--- config.mk ---
export PLATFORM = sky130hd
export DESIGN_NAME = uart_param
export DESIGN_NICKNAME = d
export VERILOG_FILES = /design/src/rtl/uart_param.sv
export SDC_FILE = /design/constraint.sdc
export NUM_CORES = 1
export LEC_CHECK = 0
export ABC_CLOCK_PERIOD_IN_PS = 5000
export BUFFER_PORTS_ARGS = -buffer_cell sky130_fd_sc_hd__clkbuf_2
export CORE_ASPECT_RATIO = 1.2
export CORE_UTILIZATION = 45
export CTS_BUF_LIST = sky130_fd_sc_hd__clkbuf_8
export CTS_CLUSTER_SIZE = 10
export DETAILED_ROUTE_END_ITERATION = 7
export GPL_TIMING_DRIVEN = 0
export MAX_ROUTING_LAYER = met4
export PLACE_DENSITY = 0.65
export SYNTH_ARGS = -nofsm -noshare
export SYNTH_HDL_FRONTEND = slang
export SYNTH_SLANG_ARGS = --single-unit
export TNS_END_PERCENT = 1
--- constraint.sdc ---
create_clock -name clk -period 5 [get_ports clk]
set_input_delay 1 -clock clk [delete_from_list [all_inputs] [get_ports clk]]
set_output_delay 1 -clock clk [all_outputs]
set_load 0.05 [all_outputs]
--- src/rtl/uart_param.sv ---
// uart_param: full-duplex UART with configurable data width, parity mode and stop-bit count.
module uart_param #(
  parameter int CLK_DIV   = 234,
  parameter int DATA_BITS = 8,
  parameter int PARITY    = 0,
  parameter int STOP_BITS = 1
) (
  input  logic                 clk,
  input  logic                 rst,
  input  logic                 uart_rx,
  output logic                 uart_tx,
  input  logic [DATA_BITS-1:0] tx_data,
  input  logic                 tx_valid,
  output logic                 tx_ready,
  output logic [DATA_BITS-1:0] rx_data,
  output logic                 rx_valid,
  output logic                 rx_parity_err,
  output logic                 rx_frame_err
);
  localparam int CW = $clog2(CLK_DIV);
  localparam logic [CW-1:0] C_END = CW'(CLK_DIV - 1);
  localparam logic [CW-1:0] C_HALF = CW'(CLK_DIV / 2 - 1);
  localparam logic [3:0] D_END = 4'(DATA_BITS - 1);
  localparam logic [3:0] S_END = 4'(STOP_BITS - 1);
  localparam bit P = PARITY != 0;
  localparam logic ODD = PARITY == 1;

  typedef enum logic [2:0] {T_IDLE, T_START, T_DATA, T_PAR, T_STOP} tx_st_t;
  typedef enum logic [2:0] {R_IDLE, R_CHK, R_DATA, R_PAR, R_STOP, R_BRK} rx_st_t;

  tx_st_t tx_st, tx_nx;
  logic [CW-1:0] tx_cnt;
  logic [3:0] tx_bit;
  logic [DATA_BITS-1:0] tx_sh;
  logic tx_par, tx_tick, tx_last, tx_go;

  always_comb begin
    tx_tick = tx_cnt == C_END;
    tx_last = tx_st == T_STOP && tx_tick && tx_bit == S_END;
    tx_ready = tx_st == T_IDLE || tx_last;
    tx_go = tx_valid && tx_ready;
    tx_nx = tx_st;
    case (tx_st)
      T_IDLE:  tx_nx = tx_go ? T_START : T_IDLE;
      T_START: tx_nx = tx_tick ? T_DATA : T_START;
      T_DATA:  tx_nx = tx_tick && tx_bit == D_END ? (P ? T_PAR : T_STOP) : T_DATA;
      T_PAR:   tx_nx = tx_tick ? T_STOP : T_PAR;
      T_STOP:  tx_nx = tx_last ? (tx_go ? T_START : T_IDLE) : T_STOP;
      default: tx_nx = T_IDLE;
    endcase
  end

  // uart_tx is loaded with the level of the state being entered, so it is already valid one edge after the handshake
  always_ff @(posedge clk or posedge rst) begin
    if (rst) begin
      tx_st <= T_IDLE;
      tx_cnt <= '0;
      tx_bit <= '0;
      tx_sh <= '0;
      tx_par <= 1'b0;
      uart_tx <= 1'b1;
    end else begin
      tx_st <= tx_nx;
      tx_cnt <= tx_st == T_IDLE || tx_tick ? '0 : tx_cnt + 1'b1;
      tx_bit <= tx_nx != tx_st ? '0 : tx_tick ? tx_bit + 1'b1 : tx_bit;
      if (tx_go) begin
        tx_sh <= tx_data;
        tx_par <= ^tx_data ^ ODD;
      end else if (tx_tick && tx_st == T_DATA) tx_sh <= tx_sh >> 1;
      if (tx_go || tx_tick)
        uart_tx <= tx_nx == T_START ? 1'b0 :
                   tx_nx == T_DATA ? (tx_st == T_DATA ? tx_sh[1] : tx_sh[0]) :
                   tx_nx == T_PAR ? tx_par : 1'b1;
    end
  end

  rx_st_t rx_st, rx_nx;
  logic [1:0] sync;
  logic [CW-1:0] rx_cnt;
  logic [3:0] rx_bit;
  logic [DATA_BITS-1:0] rx_sh;
  logic rs, rx_pbit, rx_samp;

  always_comb begin
    rs = sync[1];
    rx_samp = rx_cnt == (rx_st == R_CHK ? C_HALF : C_END);
    rx_nx = rx_st;
    case (rx_st)
      R_IDLE:  rx_nx = rs ? R_IDLE : R_CHK;
      R_CHK:   rx_nx = rx_samp ? (rs ? R_IDLE : R_DATA) : R_CHK;
      R_DATA:  rx_nx = rx_samp && rx_bit == D_END ? (P ? R_PAR : R_STOP) : R_DATA;
      R_PAR:   rx_nx = rx_samp ? R_STOP : R_PAR;
      R_STOP:  rx_nx = rx_samp ? (rs ? R_IDLE : R_BRK) : R_STOP;
      R_BRK:   rx_nx = rs ? R_IDLE : R_BRK;
      default: rx_nx = R_IDLE;
    endcase
  end

  always_ff @(posedge clk or posedge rst) begin
    if (rst) begin
      sync <= 2'b11;
      rx_st <= R_IDLE;
      rx_cnt <= '0;
      rx_bit <= '0;
      rx_sh <= '0;
      rx_pbit <= 1'b0;
      rx_data <= '0;
      rx_valid <= 1'b0;
      rx_parity_err <= 1'b0;
      rx_frame_err <= 1'b0;
    end else begin
      sync <= {sync[0], uart_rx};
      rx_st <= rx_nx;
      rx_cnt <= rx_st == R_IDLE || rx_st == R_BRK || rx_samp ? '0 : rx_cnt + 1'b1;
      rx_bit <= rx_st != R_DATA ? '0 : rx_samp ? rx_bit + 1'b1 : rx_bit;
      rx_valid <= rx_st == R_STOP && rx_samp;
      if (rx_samp && rx_st == R_DATA) rx_sh <= {rs, rx_sh[DATA_BITS-1:1]};
      if (rx_samp && rx_st == R_PAR) rx_pbit <= rs;
      if (rx_samp && rx_st == R_STOP) begin
        rx_data <= rx_sh;
        rx_parity_err <= P && (^rx_sh ^ rx_pbit ^ ODD);
        rx_frame_err <= !rs;
      end
    end
  end
endmodule

==> qor.txt <==
Fill cells -> 550
yosys warns -> 0
final hold viol count -> 0
Cell Rows -> 30
Starting Density -> 47.4%
Slew headroom -> 35.8%
via count -> 1907
post-layout util -> 54.5%
syn avg cell area -> 11.1 um^2
post-synthesis cell area -> 0.00274 mm^2
post-layout min period -> 3380 ps
CTS clk-pin slew, worst paths -> 60 ps
critical path class -> reg -> out
share of post-route cells with drive strength above 1 -> 23.3%
initial antenna violation count -> 0
post-synthesis sequential area ratio -> 54.0%
Worst Skew -> 7.88 ps
DRC viols -> 0
leakage power -> 1.45 nW
endpoint class of the critical path -> primary output
number of global-route vias before repair -> 1808
Die Wd -> 73.3 um
H-tree Lvls -> 3
async set-reset flop share out of synthesis -> 100%
Clk Latency, worst-skew pair -> 340 ps
Post-Syn Instances -> 247
Arrival @ worst endpoint -> 2380 ps
DP Wirelength -> 3.23 mm
CTS root buf -> clkbuf_8
total CTS buffers -> 9
Max Cap Violations -> 0
slew of the pin with the lowest slew margin -> 954 ps
pwr/cell area -> 330 mW/mm^2
post-CTS setup buffers -> 0
flop and latch count out of synthesis -> 59
NumNets Final -> 300
buffer depth of the longest clock path -> 2
syn_nets -> 265
Pins Over Slew Limit -> 0
# setup viols final -> 0
I/O pin cnt -> 25
Fin Hold WS -> 357 ps
status -> finished clean
Die ar. -> 0.00641 mm^2
PnR worst setup slack -> 1620 ps
commonest non-fill, non-tap cell in the layout -> dfrtp_1
VDD IR max -> 0.217 mV
Post-Route WL -> 4.67 mm
setup TNS -> 0 ps
via/cell ratio -> 5.20
RSZ-0062 raised after global routing -> no
Power Total -> 0.00104 W
number of antenna diodes -> 0
die height -> 87.5 um
PortBufs -> 23
first-pass GRT wire length -> 7.98 mm
Hold Path Class -> reg -> reg
core area -> 0.00578 mm^2
gpl congestion -> 0.810
CTS sink cnt -> 59
GR Util All Layers -> 17.3%
largest net degree at the start of global routing -> 34
f_max -> 296 MHz
GRT overflow -> 0
Setup crit start kind -> flop
Routed Antenna Nets -> 0
post-cts sizing count -> 0
multi-input combinational cell area -> 0.00118 mm^2
dominant synthesized flop cell -> dfrtp_1
most frequent cells in the layout -> 56 x dfrtp_1, 31 x nor2_1, 23 x clkbuf_2
cts hold-fix bufs -> 0
library cells used by synthesis -> 51
CTS tree -> built
First-pass DRT Iterations -> 4
Area growth syn-to-layout -> 14.9%
period utilization -> 67.6%
DR WL/cell -> 12.7 um
number of synthesized flops with an enable pin -> 0
post-place setup slack -> 1990 ps
Reg area -> 0.00148 mm^2
worst-path fanout max -> 4
Critical Path RT -> 4000 ps
initial DRC count -> 74
[kinds of logic after synthesis]
logic type | Yosys count | synth area share [%]
muxes | 21 | 8.44
DFF | 59 | 54.0
buffers and inverters | 20 | 2.92
adders and majority gates | 6 | 2.74
xor gates and xnor gates | 16 | 5.11
and+or+nand+nor | 79 | 14.8
AOI/OAI and AO/OA | 45 | 11.9
other | 1 | 0.137
[worst max-delay path: stages (launching register included)]
cell	delay, ps
dfrtp_1	420
inv_1	70
ha_1	120
or3b_2	490
o31ai_1	460
and2_1	210
clkbuf_2	270
[registers in the layout (all words and copies together), names as in the netlist, 3 cells and up]
signal / cells
rx_bit: 4
rx_cnt: 8
rx_data: 8
rx_sh: 8
rx_st: 3
tx_bit: 4
tx_cnt: 8
tx_sh: 8
tx_st: 3
[worst paths after layout]
| kind | from | endpoint | slack, ps | cells past startpoint |
|---|---|---|---|---|
| max | tx_bit[0]$_DFFE_PP0P_ | tx_ready | 1620 | 6 |
| min | sync[0]$_DFF_PP1_ | sync[1]$_DFF_PP1_ | 360 | 0 |
| max reg2reg | rx_st[2]$_DFF_PP0_ | rx_data[5]$_DFFE_PP0P_ | 2570 | 5 |
| min reg2reg | sync[0]$_DFF_PP1_ | sync[1]$_DFF_PP1_ | 360 | 0 |
| max in group asynchronous | rst | uart_tx$_DFFE_PP1P_ | 3660 | 3 |
| min in group asynchronous | rst | rx_cnt[7]$_DFF_PP0_ | 700 | 2 |
[layout make-up]
cell class / count / area share, %
flip-flops and latches: 59 / 47.0
multi-input cells: 168 / 37.5
clock buffers: 11 / 4.81
repair buffers: 24 / 4.29
well taps: 80 / 3.18
inverters: 12 / 1.43
plain buffers: 8 / 1.11
clock inverters: 5 / 0.715
[cells in the mapped netlist (3+ instances only)]
| cell type | count | area, um^2 |
|---|---|---|
| dfrtp_1 | 56 | 1400 |
| nor2_1 | 31 | 116 |
| mux2_2 | 17 | 191 |
| inv_1 | 12 | 45.0 |
| nand2_1 | 12 | 45.0 |
| nand3_1 | 10 | 50.1 |
| xnor2_1 | 9 | 78.8 |
| o22a_1 | 8 | 70.1 |
| o21a_1 | 7 | 52.6 |
| o21ai_0 | 7 | 35.0 |
| xor2_1 | 7 | 61.3 |
| a21oi_1 | 6 | 30.0 |
| clkbuf_1 | 6 | 22.5 |
| ha_1 | 6 | 75.1 |
| mux2i_1 | 4 | 40.0 |
| dfstp_2 | 3 | 78.8 |
| nor3_1 | 3 | 15.0 |
| o31ai_1 | 3 | 22.5 |
| or3_1 | 3 | 18.8 |
[power by group]
group | switching (W) | total, W | internal [W] | leakage, nW
Sequential | 0.0000293 | 0.000550 | 0.000521 | 0.766
Combinational | 0.0000589 | 0.000112 | 0.0000533 | 0.580
Clock | 0.000177 | 0.000377 | 0.000200 | 0.101
Total | 0.000265 | 0.00104 | 0.000775 | 1.45
[per-layer routing]
layer  wire length, um  vias to the layer above  global-route usage, %
li1                  -                      938                      -
met1              2270                      920                   21.1
met2              2100                       39                   25.4
met3               166                       10                   3.47
met4               129                        0                   12.3
met5                 0                        -                      -
[stage by stage]
step                      cells  cell area (um^2)
after global routing        367              3150
after detailed placement    351              2980
after floorplan             247              2740
final                       367              3150
after global placement      350              2960
after CTS                   367              3150
Power figures use the tool's default switching activity.
